<file path="src/rtl/dpram_arb_pkg.sv">
// Shared constants and FSM state type for the dual-port RAM arbiter.
package dpram_arb_pkg;

    localparam int ADDR_W_DEF  = 5;
    localparam int DATA_W_DEF  = 8;
    localparam int NUM_CLIENTS = 2;
    localparam int MEM_DEPTH   = 16;
    localparam int CNT_W       = 4;

    typedef enum logic {
        IDLE  = 1'b0,
        CLEAR = 1'b1
    } state_t;

endpackage

</file>
<file path="src/rtl/dpram_arbiter_if.sv">
// Client request/grant bus, clear control and RAM port bundle for dpram_arbiter.
interface dpram_arbiter_if
    import dpram_arb_pkg::*;
#(
    parameter int ADDR_W = ADDR_W_DEF,
    parameter int DATA_W = DATA_W_DEF
) ();

    logic [NUM_CLIENTS-1:0]        c_wreq;
    logic [NUM_CLIENTS*ADDR_W-1:0] c_waddr;
    logic [NUM_CLIENTS*DATA_W-1:0] c_wdata;
    logic [NUM_CLIENTS-1:0]        c_wgnt;
    logic [NUM_CLIENTS-1:0]        c_rreq;
    logic [NUM_CLIENTS*ADDR_W-1:0] c_raddr;
    logic [NUM_CLIENTS-1:0]        c_rgnt;
    logic [NUM_CLIENTS-1:0]        c_rvalid;
    logic [DATA_W-1:0]             c_rdata;
    logic                          clr_req;
    logic                          clr_busy;
    logic                          clr_done;
    logic                          ram_enb;
    logic                          ram_wr;
    logic                          ram_rd;
    logic [ADDR_W-1:0]             ram_waddr;
    logic [ADDR_W-1:0]             ram_raddr;
    logic [DATA_W-1:0]             ram_wdata;
    logic [DATA_W-1:0]             ram_rdata;

    // Master is the client/RAM environment; slave is the arbiter serving it.
    modport master (
        output c_wreq, c_waddr, c_wdata, c_rreq, c_raddr, clr_req, ram_rdata,
        input  c_wgnt, c_rgnt, c_rvalid, c_rdata, clr_busy, clr_done,
        input  ram_enb, ram_wr, ram_rd, ram_waddr, ram_raddr, ram_wdata
    );

    modport slave (
        input  c_wreq, c_waddr, c_wdata, c_rreq, c_raddr, clr_req, ram_rdata,
        output c_wgnt, c_rgnt, c_rvalid, c_rdata, clr_busy, clr_done,
        output ram_enb, ram_wr, ram_rd, ram_waddr, ram_raddr, ram_wdata
    );

endinterface

</file>
<file path="src/rtl/rr_arb2.sv">
// Two-way combinational arbiter; round-robin pointer when DPRAM_ARB_RR_EN is
// defined, otherwise fixed priority with client 0 winning.
module rr_arb2 (
`ifdef DPRAM_ARB_RR_EN
    input  logic       clk,
`endif
    input  logic       rstn,
    input  logic       en,
    input  logic [1:0] req,
    output logic [1:0] gnt
);

`ifdef DPRAM_ARB_RR_EN
    logic ptr;

    // Pointer names the favoured client and hands priority to the loser.
    always_ff @(posedge clk) begin
        if (!rstn)
            ptr <= 1'b0;
        else if (gnt[0])
            ptr <= 1'b1;
        else if (gnt[1])
            ptr <= 1'b0;
    end

    always_comb begin
        gnt = 2'b00;
        if (rstn && en) begin
            if (req == 2'b11)
                gnt = ptr ? 2'b10 : 2'b01;
            else
                gnt = req;
        end
    end
`else
    always_comb begin
        gnt = 2'b00;
        if (rstn && en) begin
            gnt[0] = req[0];
            gnt[1] = req[1] & ~req[0];
        end
    end
`endif

endmodule

</file>
<file path="src/rtl/dpram_arbiter.sv">
// Two-client arbiter in front of a dual-port RAM with a hardware clear sweep.
// Macro DPRAM_ARB_RR_EN selects round-robin instead of fixed priority.
module dpram_arbiter
    import dpram_arb_pkg::*;
#(
    parameter int ADDR_W = ADDR_W_DEF,
    parameter int DATA_W = DATA_W_DEF
) (
    input logic             clk,
    input logic             rstn,
    dpram_arbiter_if.slave  bus
);

    state_t                 state, state_n;
    logic [CNT_W-1:0]       cnt;
    logic                   last;
    logic                   done_q;
    logic [NUM_CLIENTS-1:0] rvalid_q;
    logic [NUM_CLIENTS-1:0] wgnt, rgnt;
    logic                   wr_en;
    logic                   wr, rd;
    logic [ADDR_W-1:0]      waddr, raddr;
    logic [DATA_W-1:0]      wdata;

    assign wr_en = (state == IDLE);
    assign last  = (state == CLEAR) && (cnt == CNT_W'(MEM_DEPTH - 1));

    rr_arb2 u_warb (
`ifdef DPRAM_ARB_RR_EN
        .clk  (clk),
`endif
        .rstn (rstn),
        .en   (wr_en),
        .req  (bus.c_wreq),
        .gnt  (wgnt)
    );

    rr_arb2 u_rarb (
`ifdef DPRAM_ARB_RR_EN
        .clk  (clk),
`endif
        .rstn (rstn),
        .en   (1'b1),
        .req  (bus.c_rreq),
        .gnt  (rgnt)
    );

    always_ff @(posedge clk) begin
        if (!rstn) begin
            state    <= IDLE;
            cnt      <= '0;
            done_q   <= 1'b0;
            rvalid_q <= '0;
        end else begin
            state    <= state_n;
            cnt      <= (state == CLEAR) ? cnt + CNT_W'(1) : '0;
            done_q   <= last;
            rvalid_q <= rgnt;
        end
    end

    always_comb begin
        state_n = state;
        case (state)
            IDLE:    if (bus.clr_req) state_n = CLEAR;
            CLEAR:   if (last)        state_n = IDLE;
            default:                  state_n = IDLE;
        endcase
    end

    // The clear sweep owns the write port; client writes are held off.
    always_comb begin
        wr    = 1'b0;
        waddr = '0;
        wdata = '0;
        if (rstn && state == CLEAR) begin
            wr    = 1'b1;
            waddr = ADDR_W'(cnt);
        end else if (wgnt[1]) begin
            wr    = 1'b1;
            waddr = bus.c_waddr[ADDR_W +: ADDR_W];
            wdata = bus.c_wdata[DATA_W +: DATA_W];
        end else if (wgnt[0]) begin
            wr    = 1'b1;
            waddr = bus.c_waddr[0 +: ADDR_W];
            wdata = bus.c_wdata[0 +: DATA_W];
        end
    end

    always_comb begin
        rd    = 1'b0;
        raddr = '0;
        if (rgnt[1]) begin
            rd    = 1'b1;
            raddr = bus.c_raddr[ADDR_W +: ADDR_W];
        end else if (rgnt[0]) begin
            rd    = 1'b1;
            raddr = bus.c_raddr[0 +: ADDR_W];
        end
    end

    assign bus.c_wgnt    = wgnt;
    assign bus.c_rgnt    = rgnt;
    assign bus.c_rvalid  = rvalid_q;
    assign bus.c_rdata   = bus.ram_rdata;
    assign bus.clr_busy  = rstn && (state == CLEAR);
    assign bus.clr_done  = done_q;
    assign bus.ram_wr    = wr;
    assign bus.ram_rd    = rd;
    assign bus.ram_enb   = wr | rd;
    assign bus.ram_waddr = waddr;
    assign bus.ram_raddr = raddr;
    assign bus.ram_wdata = wdata;

endmodule

</file>
<file path="src/flat_wrapper.sv">
// flat-port wrapper written by rule: the top's interface ports become plain ports
module dpram_arbiter_flat import dpram_arb_pkg::*;
#(
    parameter int ADDR_W = ADDR_W_DEF,
    parameter int DATA_W = DATA_W_DEF
)
  (clk, rstn, bus_c_wreq, bus_c_waddr, bus_c_wdata, bus_c_rreq, bus_c_raddr, bus_clr_req, bus_ram_rdata, bus_c_wgnt, bus_c_rgnt, bus_c_rvalid, bus_c_rdata, bus_clr_busy, bus_clr_done, bus_ram_enb, bus_ram_wr, bus_ram_rd, bus_ram_waddr, bus_ram_raddr, bus_ram_wdata);
  dpram_arbiter_if #(.ADDR_W(ADDR_W), .DATA_W(DATA_W)) bus_i ();
  input logic clk;
  input logic rstn;
  input wire logic [$bits(bus_i.c_wreq)-1:0] bus_c_wreq;
  input wire logic [$bits(bus_i.c_waddr)-1:0] bus_c_waddr;
  input wire logic [$bits(bus_i.c_wdata)-1:0] bus_c_wdata;
  input wire logic [$bits(bus_i.c_rreq)-1:0] bus_c_rreq;
  input wire logic [$bits(bus_i.c_raddr)-1:0] bus_c_raddr;
  input wire logic [$bits(bus_i.clr_req)-1:0] bus_clr_req;
  input wire logic [$bits(bus_i.ram_rdata)-1:0] bus_ram_rdata;
  output wire logic [$bits(bus_i.c_wgnt)-1:0] bus_c_wgnt;
  output wire logic [$bits(bus_i.c_rgnt)-1:0] bus_c_rgnt;
  output wire logic [$bits(bus_i.c_rvalid)-1:0] bus_c_rvalid;
  output wire logic [$bits(bus_i.c_rdata)-1:0] bus_c_rdata;
  output wire logic [$bits(bus_i.clr_busy)-1:0] bus_clr_busy;
  output wire logic [$bits(bus_i.clr_done)-1:0] bus_clr_done;
  output wire logic [$bits(bus_i.ram_enb)-1:0] bus_ram_enb;
  output wire logic [$bits(bus_i.ram_wr)-1:0] bus_ram_wr;
  output wire logic [$bits(bus_i.ram_rd)-1:0] bus_ram_rd;
  output wire logic [$bits(bus_i.ram_waddr)-1:0] bus_ram_waddr;
  output wire logic [$bits(bus_i.ram_raddr)-1:0] bus_ram_raddr;
  output wire logic [$bits(bus_i.ram_wdata)-1:0] bus_ram_wdata;
  assign bus_i.c_wreq = bus_c_wreq;
  assign bus_i.c_waddr = bus_c_waddr;
  assign bus_i.c_wdata = bus_c_wdata;
  assign bus_i.c_rreq = bus_c_rreq;
  assign bus_i.c_raddr = bus_c_raddr;
  assign bus_i.clr_req = bus_clr_req;
  assign bus_i.ram_rdata = bus_ram_rdata;
  assign bus_c_wgnt = bus_i.c_wgnt;
  assign bus_c_rgnt = bus_i.c_rgnt;
  assign bus_c_rvalid = bus_i.c_rvalid;
  assign bus_c_rdata = bus_i.c_rdata;
  assign bus_clr_busy = bus_i.clr_busy;
  assign bus_clr_done = bus_i.clr_done;
  assign bus_ram_enb = bus_i.ram_enb;
  assign bus_ram_wr = bus_i.ram_wr;
  assign bus_ram_rd = bus_i.ram_rd;
  assign bus_ram_waddr = bus_i.ram_waddr;
  assign bus_ram_raddr = bus_i.ram_raddr;
  assign bus_ram_wdata = bus_i.ram_wdata;
  dpram_arbiter #(.ADDR_W(ADDR_W), .DATA_W(DATA_W)) u_core (.clk(clk), .rstn(rstn), .bus(bus_i));
endmodule
</file>
<file path="config.mk">
export PLATFORM = sky130hd
export DESIGN_NAME = dpram_arbiter_flat
export DESIGN_NICKNAME = d
export VERILOG_FILES = /design/src/rtl/dpram_arb_pkg.sv /design/src/rtl/dpram_arbiter_if.sv /design/src/rtl/rr_arb2.sv /design/src/rtl/dpram_arbiter.sv /design/src/flat_wrapper.sv
export SDC_FILE = /design/constraint.sdc
export NUM_CORES = 1
export LEC_CHECK = 0
export CORE_MARGIN = 2
export CORE_UTILIZATION = 22
export CTS_CLUSTER_SIZE = 16
export DETAILED_ROUTE_END_ITERATION = 12
export PLACE_DENSITY_LB_ADDON = 0.2
export SYNTH_ARGS = -nofsm -noshare
export SYNTH_HDL_FRONTEND = slang
export SYNTH_SLANG_ARGS = --single-unit
</file>
<file path="constraint.sdc">
create_clock -name clk -period 1 [get_ports clk]
set_input_delay 0.2 -clock clk [delete_from_list [all_inputs] [get_ports clk]]
set_output_delay 0.2 -clock clk [all_outputs]
set_load 0.01 [all_outputs]
</file>
==> implementation parameters, run 1 <==
Parameter                              Value

Floorplanning
  Initial Util    23.2%
  Core Rows    19
  Die Outline Area    3360 um2
  Die Span Y    58.0 um
  Ports placed on the boundary    88
  Floorplan Core Area    2760 um2
  Die width    58.0 um

CTS
  Clk buf depth    2
  Root buffer cell    sky130_fd_sc_hd__clkbuf_4
  CTS Sinks    8
  Clock tree from TritonCTS    built
  Clock slew seen by the registers of the worst setup and hold paths    50 ps
  # hold bufs at CTS    0
  H-tree levels    1
  Num CTS Buffers    3
  Skew-Pair Late Insertion Delay    260 ps

Run status
  Run status    finished with violations
  Violations in the final reports    setup timing

Global route
  Number of antenna violations at the first check in global routing    0
  First-pass GRT wire length    3920 um
  Number of global-route vias before repair    889
  Aggregate global routing overflow    0
  Overall track demand over capacity in global routing    15.2%
  Largest net degree at the start of global routing    8

Worst setup path
  Worst reg2reg endpoint    u_core.cnt[3]
  Cells along the critical path    and4bb_1, buf_6, a221o_1, buf_2
  Kind of end point of the critical path    output port
  R2r setup slk    -100 ps
  Cells on worst reg2reg path    4
  Biggest fanout along the worst timing path    5
  Cell class contributing the biggest share of worst-path delay    flip-flops
  Worst setup path class    reg -> out
  Buf+Inv Stages, Crit Path    2
  Slowest cell on the critical path    sky130_fd_sc_hd__dfxtp_4
  CP arrival    1400 ps
  Source of the worst register-to-register timing path    u_core.state
  Startpoint types    flip-flop
  Endpoint required time on the critical path    800 ps
  CP peak stage delay    360 ps

Yosys
  Cells after Synth    74
  Synthesized area per cell    8.66 um2
  Synthesized netlist net count    126
  Xor and xnor area share after synthesis    1.37%
  Yosys Warn Count    0
  Cell types occupying the most area after synthesis    sky130_fd_sc_hd__dfxtp_1 25%, sky130_fd_sc_hd__a22o_1 19%, sky130_fd_sc_hd__buf_4 11%
  Count of cell types in the netlist    27
  Commonest cells in the synthesized netlist    14 x sky130_fd_sc_hd__a22o_1, 9 x sky130_fd_sc_hd__buf_4, 8 x sky130_fd_sc_hd__dfxtp_1, 5 x sky130_fd_sc_hd__inv_1
  Post-Synth Adder-Cell Area    1.95%
  Most used flip-flop cell after synthesis    sky130_fd_sc_hd__dfxtp_1
  Share of synthesized flip-flops with an asynchronous set or reset    0%
  Most used standard cell by instance count after synthesis    sky130_fd_sc_hd__a22o_1
  Most area-hungry cell type in the Yosys netlist    sky130_fd_sc_hd__dfxtp_1
  Post-synth top area share    25.0%
  Summed instance area of the synthesized netlist    641 um2
  EDFF count, synth    0
  Multiplexer share of the synthesized area    1.76%
  Main combinational cell family by area after synthesis    compound AO/OA/AOI/OAI gates
  Post-synthesis sequential area ratio    25.0%
  Simple logic cell fraction of the synthesized area    19.9%
  Compound-gate portion of the synthesized area    32.0%
  Yosys reg bits    8

Cells and area
  Final Net Count    217
  Final standard cell area without fillers    1530 um2
  Share of post-route cells with drive strength above 1    47.9%
  Synthesis-to-layout area growth    139%
  Number of antenna cells inserted    0

Power and ir drop
  Clock power frac    22.7%
  Internal portion of total power    808 uW
  Power density over cell area    726 nW/um2
  Switching power    305 uW
  Logic pwr share    47.3%
  Sw Ratio    27.4%
  Maximum resistive drop on vdd    0.000629 V
  Power share of the sequential group    30.0%
  Overall power of the completed layout    1.11 mW
  Cell leakage power    0.750 nW

STA
  Layout Skew    0.889 ps
  Final setup margin    -595 ps
  Share of the clock period used by the worst path    160%
  Worst slew slack as a fraction of its limit    87.9%
  Final hold violation count    0
  Unrepaired setup endpoints after global routing    true
  Highest clock frequency the design can meet    627 MHz
  Clock period minus final worst setup slack    1600 ps
  Final Slew Violations    0
  Final Setup Violations    26
  Post-route setup TNS    -10890 ps
  Final worst hold slack    211 ps
  Slew at the pin closest to its max-slew limit    182 ps

Drt
  Count of TritonRoute iterations in the first routing pass    4
  First DRT Iteration DRCs    19
  Remaining design rule violation count    0
  Number of vias per cell    4.75
  Post-DRT Antenna Nets    0
  Via count of the routed design    922
  Per-cell routed wire length    14.1 um
  Total routed wirelength    2730 um

Hold path
  Destination of the worst hold path    u_core.bus.c_rvalid[1]
  Worst hold path class    in -> reg
  Worst Hold Launch    bus_c_rreq[1]
  Hold depth    2

Place
  Pre-CTS setup slack    -1070 ps
  Placed Instance Area    1440 um2
  Placed wire-length estimate after detailed placement    1980 um
  Quantity of I/O buffers inserted on ports    71
  Routability congestion estimate from global placement    0.798

Job
  Number of max-capacitance violations reported    0
[power by group through the flow]
stage               Combinational, mW  Clock (mW)  Sequential (mW)
global route                    0.564       0.279            0.335
CTS                             0.502       0.263            0.335
floorplan                       0.192           0            0.344
global placement                0.499           0            0.341
detailed placement              0.503           0            0.341
finish                          0.527       0.252            0.334
[worst register-to-register path: stages, from the launching register on]
cell and delay [ps]:
sky130_fd_sc_hd__dfxtp_4 350, sky130_fd_sc_hd__buf_6 120, sky130_fd_sc_hd__buf_6 120, sky130_fd_sc_hd__and3b_1 150, sky130_fd_sc_hd__mux2_2 250
[cell usage in the layout, fill, tap and decap left out]
cell type	count
sky130_fd_sc_hd__buf_8	1
sky130_fd_sc_hd__o31a_4	1
sky130_fd_sc_hd__and4bb_1	1
sky130_fd_sc_hd__buf_6	18
sky130_fd_sc_hd__nand2_4	1
sky130_fd_sc_hd__a221o_1	1
sky130_fd_sc_hd__ha_2	1
sky130_fd_sc_hd__clkdlybuf4s50_1	36
sky130_fd_sc_hd__a22o_1	14
sky130_fd_sc_hd__and3b_1	2
sky130_fd_sc_hd__a21oi_4	1
sky130_fd_sc_hd__nand3b_1	3
sky130_fd_sc_hd__dlygate4sd2_1	3
sky130_fd_sc_hd__o21ai_0	1
sky130_fd_sc_hd__buf_12	1
sky130_fd_sc_hd__inv_1	4
sky130_fd_sc_hd__nor2_1	3
sky130_fd_sc_hd__and2_2	1
sky130_fd_sc_hd__and3b_2	3
sky130_fd_sc_hd__buf_4	15
sky130_fd_sc_hd__xnor2_1	1
sky130_fd_sc_hd__inv_2	1
sky130_fd_sc_hd__a21oi_1	2
sky130_fd_sc_hd__dfxtp_1	7
sky130_fd_sc_hd__a221oi_2	3
sky130_fd_sc_hd__dfxtp_4	1
sky130_fd_sc_hd__buf_2	25
sky130_fd_sc_hd__and2_1	1
sky130_fd_sc_hd__and3_1	2
sky130_fd_sc_hd__nand3_1	2
sky130_fd_sc_hd__a41oi_1	1
sky130_fd_sc_hd__mux2_2	1
sky130_fd_sc_hd__clkbuf_4	3
sky130_fd_sc_hd__or2_4	1
sky130_fd_sc_hd__o21a_1	1
[metal layers]
metal  up-vias  global-route usage, %  share of wire [%]  wire, um
li1        449                      -                  -         -
met1       415                   15.3                 35       959
met2        52                   28.2                 52      1420
met3         6                   4.46                 11       313
met4         0                   7.31                1.1        30
met5         -                      0                  0         0
[area by class of cell]
type	instances	area, um2
Tap cell	31	38.8
Sequential cell	8	164
Inverter	5	18.8
Fill cell	267	1220
Multi-Input combinational cell	48	428
Clock buffer	3	22.5
Timing Repair Buffer	99	862
[timing repair]
item                       CTS  global route
pin swaps                    7             9
setup buffers                9             4
resized for setup          148            15
setup endpoints to repair   30            30
gates cloned                 1             0
[worst max-delay path by stage]
stage / slack [ps] / from / end / cells after the start
floorplan: -120 / u_core.state / bus_ram_waddr[4] / 3
global placement: -1080 / bus_c_wreq[0] / bus_ram_waddr[3] / 5
detailed placement: -1070 / bus_c_wreq[0] / bus_ram_waddr[3] / 5
CTS: -580 / u_core.state / bus_ram_wdata[6] / 5
global route: -640 / u_core.state / bus_ram_wdata[1] / 5
finish: -600 / u_core.state / bus_ram_waddr[3] / 4
[stage by stage]
stage               instances  utilization [%]
floorplan                  74                -
finish                    194             55.6
CTS                       191             53.9
global route              194             55.6
global placement          178             52.4
detailed placement        178             52.4
[cell families (layout without fill, tap and decap cells)]
family,count (synthesis),count (layout)
XOR/XNOR,1,1
buffers and inverters,19,107
multiplexers,1,1
flip-flops,8,8
AND/OR/NAND/NOR,19,20
adder cells (fa/ha/maj),1,1
AO/OA/AOI/OAI,25,25
[sequential cells by signal (all words and copies together) (netlist names)]
register / flops
u_core.bus.clr_done: 1
u_core.state: 1
u_core.cnt: 4
u_core.bus.c_rvalid: 2
Power figures use the tool's default switching activity.
==> run 2, diff against run 1 <==
--- a/config.mk
+++ b/config.mk
@@ -5,6 +5,7 @@
 export SDC_FILE = /design/constraint.sdc
 export NUM_CORES = 1
 export LEC_CHECK = 0
+export CAP_MARGIN = 20
 export CORE_MARGIN = 2
 export CORE_UTILIZATION = 22
 export CTS_CLUSTER_SIZE = 16
==> results of run 2 <==
Final layout, timing and power as in run 1 (identical DEF).
